### src/rtl/uart_stream_emitter.sv
// ---------------------------------------------------------------------------
// uart_stream_emitter
//
// Takes a valid/ready byte stream with tlast, buffers it in a small FIFO and
// sends each entry as a UART frame: one start bit, DATA_BITS data bits (LSB
// first), then STOP_BITS stop bits. When EOL_EN is set, an EOL_CHAR frame
// follows every entry that carried tlast.
//
// Ports:
//   i_clk      clock
//   i_rst_n    asynchronous active-low reset
//   i_tdata    stream byte (only the low DATA_BITS bits are sent)
//   i_tlast    last byte of a message
//   i_tvalid   stream valid
//   o_tready   stream ready, registered, high while the FIFO is not full
//   o_uart_tx  registered serial output, idle high
//   o_led      copy of o_uart_tx for board LEDs
//   o_busy     high while a frame is on the line, data is queued or an EOL
//              frame is still owed
//   o_level    FIFO occupancy, 0..FIFO_DEPTH
// ---------------------------------------------------------------------------
module uart_stream_emitter #(
   parameter int unsigned CLK_FREQ_HZ = 16000000,
   parameter int unsigned BAUD_RATE   = 57600,
   parameter int unsigned DATA_BITS   = 8,
   parameter int unsigned STOP_BITS   = 1,
   parameter int unsigned FIFO_DEPTH  = 16,
   parameter bit          EOL_EN      = 1'b1,
   parameter logic [7:0]  EOL_CHAR    = 8'h0A
) (
   input  logic                          i_clk,
   input  logic                          i_rst_n,
   input  logic [7:0]                    i_tdata,
   input  logic                          i_tlast,
   input  logic                          i_tvalid,
   output logic                          o_tready,
   output logic                          o_uart_tx,
   output logic                          o_led,
   output logic                          o_busy,
   output logic [$clog2(FIFO_DEPTH):0]   o_level
);

   localparam int unsigned DIV = (CLK_FREQ_HZ + BAUD_RATE / 2) / BAUD_RATE;
   localparam int AW = $clog2(FIFO_DEPTH);
   localparam int LW = AW + 1;
   localparam int BW = (DIV >= 2) ? $clog2(DIV) : 1;
   localparam int EW = DATA_BITS + 1;

   // Reject parameter sets that cannot produce a valid line signal.
   if (DIV < 2) begin : g_div_check
      $error("uart_stream_emitter: baud divider must be at least 2");
   end
   if (DATA_BITS < 5 || DATA_BITS > 8) begin : g_data_check
      $error("uart_stream_emitter: DATA_BITS must be 5..8");
   end
   if (STOP_BITS < 1 || STOP_BITS > 2) begin : g_stop_check
      $error("uart_stream_emitter: STOP_BITS must be 1 or 2");
   end
   if (FIFO_DEPTH < 2 || (FIFO_DEPTH & (FIFO_DEPTH - 1)) != 0) begin : g_depth_check
      $error("uart_stream_emitter: FIFO_DEPTH must be a power of two >= 2");
   end

   typedef enum logic [1:0] {IDLE, START, DATA, STOP} state_t;

   state_t                state, state_next;
   logic [BW-1:0]         baud_cnt, baud_next;
   logic [2:0]            bit_cnt, bit_next;
   logic [DATA_BITS-1:0]  shift, shift_next;
   logic                  pending, pending_next;
   logic                  tx_next;

   logic [EW-1:0]         mem [FIFO_DEPTH];
   logic [AW-1:0]         wr_ptr, rd_ptr;
   logic [LW-1:0]         level_next;
   logic [EW-1:0]         head;
   logic                  push, pop, baud_done;
   logic                  unused_tdata;

   assign unused_tdata = ^i_tdata;
   assign push         = i_tvalid && o_tready;
   assign head         = mem[rd_ptr];
   assign baud_done    = (baud_cnt == BW'(DIV - 1));
   assign o_led        = o_uart_tx;
   assign o_busy       = (state != IDLE) || (o_level != '0) || pending;

   // FIFO storage needs no reset: an entry is only read after it was written.
   always_ff @(posedge i_clk) begin
      if (push) begin
         mem[wr_ptr] <= {i_tlast, i_tdata[DATA_BITS-1:0]};
      end
   end

   // Occupancy after this cycle's push/pop; ready is derived from it so the
   // registered o_tready always agrees with the registered o_level.
   always_comb begin
      level_next = o_level;
      if (push && !pop) begin
         level_next = o_level + LW'(1);
      end else if (!push && pop) begin
         level_next = o_level - LW'(1);
      end
   end

   // FIFO pointers wrap naturally because the depth is a power of two.
   always_ff @(posedge i_clk or negedge i_rst_n) begin
      if (!i_rst_n) begin
         wr_ptr   <= '0;
         rd_ptr   <= '0;
         o_level  <= '0;
         o_tready <= 1'b1;
      end else begin
         if (push) begin
            wr_ptr <= wr_ptr + AW'(1);
         end
         if (pop) begin
            rd_ptr <= rd_ptr + AW'(1);
         end
         o_level  <= level_next;
         o_tready <= (level_next != LW'(FIFO_DEPTH));
      end
   end

   // Transmitter state and line register. The line is driven from the next
   // state so each phase appears on the pin in the same cycle it is entered.
   always_ff @(posedge i_clk or negedge i_rst_n) begin
      if (!i_rst_n) begin
         state     <= IDLE;
         baud_cnt  <= '0;
         bit_cnt   <= '0;
         shift     <= '0;
         pending   <= 1'b0;
         o_uart_tx <= 1'b1;
      end else begin
         state     <= state_next;
         baud_cnt  <= baud_next;
         bit_cnt   <= bit_next;
         shift     <= shift_next;
         pending   <= pending_next;
         o_uart_tx <= tx_next;
      end
   end

   // Next-state logic. An owed EOL frame is sent before the next FIFO entry,
   // and bit_cnt is reused to count stop bits.
   always_comb begin
      state_next   = state;
      baud_next    = baud_cnt;
      bit_next     = bit_cnt;
      shift_next   = shift;
      pending_next = pending;
      pop          = 1'b0;
      tx_next      = 1'b1;

      case (state)
         IDLE: begin
            baud_next = '0;
            bit_next  = '0;
            if (pending) begin
               shift_next   = EOL_CHAR[DATA_BITS-1:0];
               pending_next = 1'b0;
               state_next   = START;
            end else if (o_level != '0) begin
               pop          = 1'b1;
               shift_next   = head[DATA_BITS-1:0];
               pending_next = head[DATA_BITS] & EOL_EN;
               state_next   = START;
            end
         end
         START: begin
            if (baud_done) begin
               baud_next  = '0;
               bit_next   = '0;
               state_next = DATA;
            end else begin
               baud_next = baud_cnt + BW'(1);
            end
         end
         DATA: begin
            if (baud_done) begin
               baud_next  = '0;
               shift_next = shift >> 1;
               if (bit_cnt == 3'(DATA_BITS - 1)) begin
                  bit_next   = '0;
                  state_next = STOP;
               end else begin
                  bit_next = bit_cnt + 3'd1;
               end
            end else begin
               baud_next = baud_cnt + BW'(1);
            end
         end
         STOP: begin
            if (baud_done) begin
               baud_next = '0;
               if (bit_cnt == 3'(STOP_BITS - 1)) begin
                  bit_next   = '0;
                  state_next = IDLE;
               end else begin
                  bit_next = bit_cnt + 3'd1;
               end
            end else begin
               baud_next = baud_cnt + BW'(1);
            end
         end
         default: state_next = IDLE;
      endcase

      case (state_next)
         START:   tx_next = 1'b0;
         DATA:    tx_next = shift_next[0];
         default: tx_next = 1'b1;
      endcase
   end

endmodule
### config.mk
export PLATFORM = sky130hd
export DESIGN_NAME = uart_stream_emitter
export DESIGN_NICKNAME = d
export VERILOG_FILES = /design/src/rtl/uart_stream_emitter.sv
export SDC_FILE = /design/constraint.sdc
export NUM_CORES = 1
export LEC_CHECK = 0
export BUFFER_PORTS_ARGS = -buffer_cell sky130_fd_sc_hd__buf_2
export CAP_MARGIN = 20
export CORE_ASPECT_RATIO = 0.6
export CORE_MARGIN = 4
export CORE_UTILIZATION = 55
export CTS_CLUSTER_DIAMETER = 40
export CTS_CLUSTER_SIZE = 10
export DETAILED_ROUTE_END_ITERATION = 16
export PLACE_DENSITY = 0.72
export REMOVE_ABC_BUFFERS = 1
export SLEW_MARGIN = 0
export SYNTH_ARGS = -nofsm -noshare
export SYNTH_HDL_FRONTEND = slang
export SYNTH_SLANG_ARGS = --single-unit
### constraint.sdc
create_clock -name i_clk -period 2.5 [get_ports i_clk]
set_clock_uncertainty 0.05 [all_clocks]
set_input_delay 0.25 -clock i_clk [delete_from_list [all_inputs] [get_ports i_clk]]
set_output_delay 0.25 -clock i_clk [all_outputs]
set_load 0.03 [all_outputs]
* Yosys cells after proc, flatten, opt, wreduce, memory -nomap -nowiden
Memories as Yosys holds them, arrays and structs flattened.
Cells that the tools add are included.
** Storage, ports and cells
- Memory bits (writable) :: 144
- Output and inout bits :: 9
- Memories kept :: 1
- Flip-flop bits (word level) :: 38
** Operators by class
- Reduce and logical (&&, ||, !) cells :: 15
- $add $sub $neg :: 6
- Eq/ne operators :: 12
- Mux-type cells :: 30
** Memory list
- mem :: words 16, bits a word 9, read ports 1, clocked after memory_dff 0, wr ports 1, line 72 : logic [EW-1:0] mem [FIFO_DEPTH];
** Operators by type and width (count)
- 2-to-1 mux 8 bit :: 3
- one-hot mux 9 bit (2 select lines) :: 1
- one-hot mux 8 bit (2 select lines) :: 1
- 2-to-1 mux 3 bit :: 5
- 2-to-1 mux 2 bit :: 7
- one-hot mux 3 bit (4 select lines) :: 1
- 2-to-1 mux 5 bit :: 2
- adder 9 x 1 -> 9 bit (second input constant) :: 1
- == test 9 bit (second input constant) :: 1
- 2-to-1 mux 9 bit :: 1
- adder 4 x 1 -> 4 bit (second input constant) :: 2
- one-hot mux 2 bit (4 select lines) :: 1
- 2-to-1 mux 1 bit :: 7
- == test 2 bit (second input constant) :: 3
- != test 2 bit (second input constant) :: 3
- AND reduction 3 bit :: 2
- adder 5 x 1 -> 5 bit (second input constant) :: 1
- != test 5 bit (second input constant) :: 1
- nonzero test 5 bit :: 1
- subtractor 5 x 1 -> 5 bit (second input constant) :: 1
- == test 2 x 1 -> 1 bit (second input constant) :: 2
- nonzero test 2 bit :: 2
- adder 3 x 1 -> 3 bit (second input constant) :: 1
- == test 3 bit (second input constant) :: 1
- 8 further kinds :: 12

* Longest topological paths before layout
- Depth in word-level cells :: 8
- Gate-level depth with buffers :: 9
- Gate-level depth less buffers :: 7

* Least setup slack after synthesis
OpenSTA, ideal clock, no wires.
- Path type :: register to register
- Start point :: register o_level[1]
- End point :: register o_tready
- Arrival :: 2282 ps
- Slack :: 74 ps
- Period minus slack after synthesis :: 2426 ps
- Path buffers :: 1
- Required time :: 2356 ps
- Setup time :: 94 ps
- Stages on the path, launching flop included :: 9
- Cell sequence :: dfrtp_1 inv_1 ha_1 or4b_4 and2_4 buf_6 a31oi_4 xnor2_1 or4_1
** Between the ends
- Longest elaborated chain between the ends :: 8
- Elaborated cells between the ends (all ways) :: 12
** RTL lines
- start: declaration :: line 40 : output logic [$clog2(FIFO_DEPTH):0] o_level
- start signal: assignment :: line 118 : o_level <= level_next;
- nonzero test 5 bit :: line 162 : end else if (o_level != '0) begin
- 2-to-1 mux 1 bit :: line 162
- 2-to-1 mux 1 bit :: line 158 : if (pending) begin
- 2-to-1 mux 1 bit :: line 154 : case (state)
- logical AND 1 bit or zero test 1 bit (tied branches) :: line 99, 97
- 2-to-1 mux 5 bit or logical AND 1 bit (tied branches) :: line 99, 97
- 2-to-1 mux 5 bit * :: line 97 : if (push && !pop) begin
- via level_next[3] :: line 74 : logic [LW-1:0] level_next;
- != test 5 bit * :: line 119 : o_tready <= (level_next != LW'(FIFO_DEPTH));
- end signal: assignment :: line 119
- end: declaration :: line 36 : output logic o_tready,
Mark *: on every way through the listed nets, which the timed path passes. The rest lies on a longest branch.
A chain may end at the register's enable or synchronous reset.

* Worst setup path after layout
- Start point :: register o_level[1]
- End point :: output port o_busy
** Between the ends
- Longest elaborated chain between the ends :: 3
** RTL lines
- nonzero test 5 bit :: line 84 : assign o_busy = (state != IDLE) || (o_level != '0) || pending;
- logical OR 1 bit (2 in series) :: line 84
- end: declaration :: line 39 : output logic o_busy,
Every way passes these cells.

==> results.sh <==
export IMPL_syn_area_per_cell_um2=17.6
export IMPL_die_h_um=98.7
export IMPL_r2r_start="o_level[1]$_DFF_PN0_"
export IMPL_post_place_ws_ps=172
export IMPL_io_buffer_count=20
export IMPL_dr_pass1_iters=5
export IMPL_critPathMaxFanout=5
export IMPL_synth_cell_type_count=52
export IMPL_ys_warn_count=0
export IMPL_dieArea_um2=15700
export IMPL_synth_area_leaders="edfxtp_1 (57%), dfrtp_1 (12%), mux4_2 (12%), ha_1 (2.0%), mux2i_1 (1.7%)"
export IMPL_p_per_area_nw_per_um2=841
export IMPL_io_pins=21
export IMPL_coreArea_um2=13100
export IMPL_finalHoldViolations=0
export IMPL_num_antenna_cells=0
export IMPL_cpPeakStageDelay_ps=510
export IMPL_antenna_found_initial=0
export IMPL_design_power_total_mw=7.26
export IMPL_layout_drive_gt1_share_pct=26.6
export IMPL_crit_arrival_ps=2040
export IMPL_relSlewSlack_pct=43.7
export IMPL_reg2reg_slack_ps=160
export IMPL_synth_most_common_cell="edfxtp_1"
export IMPL_post_route_period_util_pct=93.6
export IMPL_whs_ps=136
export IMPL_post_route_util_pct=65.8
export IMPL_dp_hpwl_mm=9.93
export IMPL_cts_buffer_depth=2
export IMPL_clk_latency_ps=420
export IMPL_num_rows=32
export IMPL_setup_viol=0
export IMPL_whs_path_depth=1
export IMPL_status="finished clean"
export IMPL_drc=0
export IMPL_synthTopCellsByCount="edfxtp_1 (144), mux4_2 (39), dfrtp_1 (36), nand2_1 (19), nor2_1 (16)"
export IMPL_synth_edf_count=144
export IMPL_p_leak_nw=3.09
export IMPL_wl_mm=15.2
export IMPL_critPathKind="reg -> out"
export IMPL_syn_to_final_growth_pct=14.5
export IMPL_critPathMostFrequentCell="inv_1"
export IMPL_yosys_register_bits=182
export IMPL_crit_path_start="o_level[1]$_DFF_PN0_"
export IMPL_worstMarginPinSlew_ps=845
export IMPL_yosysSeqAreaShare_pct=70.0
export IMPL_grt_pass1_wl_mm=23.8
export IMPL_start_util_pct=57.5
export IMPL_synth_top_cell_by_area="edfxtp_1"
export IMPL_grt_usage_pct=20.5
export IMPL_crit_chain="inv_1 -> ha_1 -> or4b_4 -> nor2_2 -> inv_1 -> buf_2"
export IMPL_final_max_slew_viol_count=0
export IMPL_via_count=3997
export IMPL_clkTransAtPathRegs_ps=80
export IMPL_wl_per_cell_um=23.0
export IMPL_numCtsBuffers=17
export IMPL_synth_top_area_share_pct=57.3
export IMPL_die_x_um=159
export IMPL_hold_end="mem[9][1]$_DFFE_PP_"
export IMPL_detail_route_antenna_nets=0
export IMPL_setup_slack_ps=160
export IMPL_syn_area_um2=7540
export IMPL_reg2regPathDepth=7
export IMPL_synthArstFlopShare_pct=20.9
export IMPL_cts_sinks=182
export IMPL_cp_start_kind="register"
export IMPL_cts_tree="yes"
export IMPL_synthFlopType="edfxtp_1"
export IMPL_nets=504
export IMPL_clock_root_buffer="clkbuf_16"
export IMPL_netlist_instances=428
export IMPL_initialDrtViolationCount=483
export IMPL_hold_path_class="in -> reg"
export IMPL_slowest_stage="or4b_4"
export IMPL_period_minus_slack_ps=2340
export IMPL_gp_congestion=0.830
export IMPL_crit_required_ps=2200
export IMPL_rsz0062_at_grt="false"
export IMPL_cap_violations=0
export IMPL_vdd_drop_max_mv=0.557
export IMPL_hold_path_startpoint="i_tdata[1]"
export IMPL_grt_pass1_vias=3992
export IMPL_fillCellCount=885
export IMPL_grt_max_degree=39
export IMPL_via_per_inst=6.03
export IMPL_fmaxAchievable_ghz=0.427
export IMPL_worstSetupEndpointType="output port"
export IMPL_fin_setup_tns_ps=0
export IMPL_worstReg2RegEnd="o_tready$_DFF_PN1_"
export IMPL_cts_max_level=4
export IMPL_overflow=0
## registers in the layout (all words and copies together), names as in the netlist
register  count
state         2
bit_cnt       3
pending       1
shift         8
baud_cnt      9
rd_ptr        4
o_level       5
o_led         1
mem         144
o_tready      1
wr_ptr        4
## worst max-delay path: cells and delay by family (launching register included)
family                   cells  cell delay (ps)
adder cells (fa/ha/maj)      1              180
flip-flops                   1              390
buffers and inverters        3              310
AND/OR/NAND/NOR              2              730
## worst max path at each step
stage / end / slack [ps]
after CTS: o_busy / 90
final: o_busy / 160
after global placement: o_tready$_DFF_PN1_ / 270
after detailed placement: o_tready$_DFF_PN1_ / 170
after global routing: o_busy / 40
after floorplan: shift[2]$_DFFE_PN0P_ / -660
## cells in the final DEF, fill, tap and decap left out, drive strengths merged, types with 6 or more instances in the layout
cell and count:
and2 15, clkbuf 17, clkinv 7, edfxtp 144, nor2 16, xnor2 13, buf 50, nand2 19
inv 23, o21ai 10, mux4 39, mux2i 13, dfrtp 36, and3 7, nor3 6, ha 12
## cell families after synthesis
| group | count (synthesis) | share of synthesized area, % |
|---|---|---|
| adders and majority gates | 14 | 2.26 |
| xor gates and xnor gates | 17 | 1.97 |
| DFF | 182 | 70.0 |
| and+or+nand+nor | 92 | 6.72 |
| buffers and inverters | 33 | 1.87 |
| muxes | 54 | 13.7 |
| AOI/OAI and AO/OA | 36 | 3.57 |
## final cells by class
type                       instances  area [um2]  share of cell area, %
inverter                          15        56.3                  0.652
clock inverter                    15         176                   2.04
clock buffer                      17         425                   4.92
multi-input combinational        213        2130                   24.6
tap                              170         213                   2.46
sequential                       182        5280                   61.1
timing repair buffer              51         360                   4.17
## metal layers
layer / track usage (%) / share of wire [%]
met5: 0 / 0
met3: 4.89 / 8.3
met1: 31.9 / 46
met2: 29.9 / 45
met4: 4.60 / 0.43
## report_power, final
part,switching [mW],leakage (nW),internal (mW)
sequential,0.127,1.77,3.58
combinational,0.587,1.03,0.348
clock,1.27,0.293,1.35
## per-stage QoR
step,area [um2],std cells
6_report,8640,663
3_3_place_gp,8020,630
4_1_cts,8640,663
3_5_place_dp,8020,630
5_1_grt,8640,663
2_1_floorplan,7460,410
## timing repair
item / 4_1_cts / 5_1_grt
buffers inserted: 0 / 0
hold buffers: 1 / 0
endpoints found under the setup margin: 0 / 1
hold endpoints to repair: 36 / 0
resized for setup: 0 / 1
No activity file was read; power rests on OpenSTA's default activity.
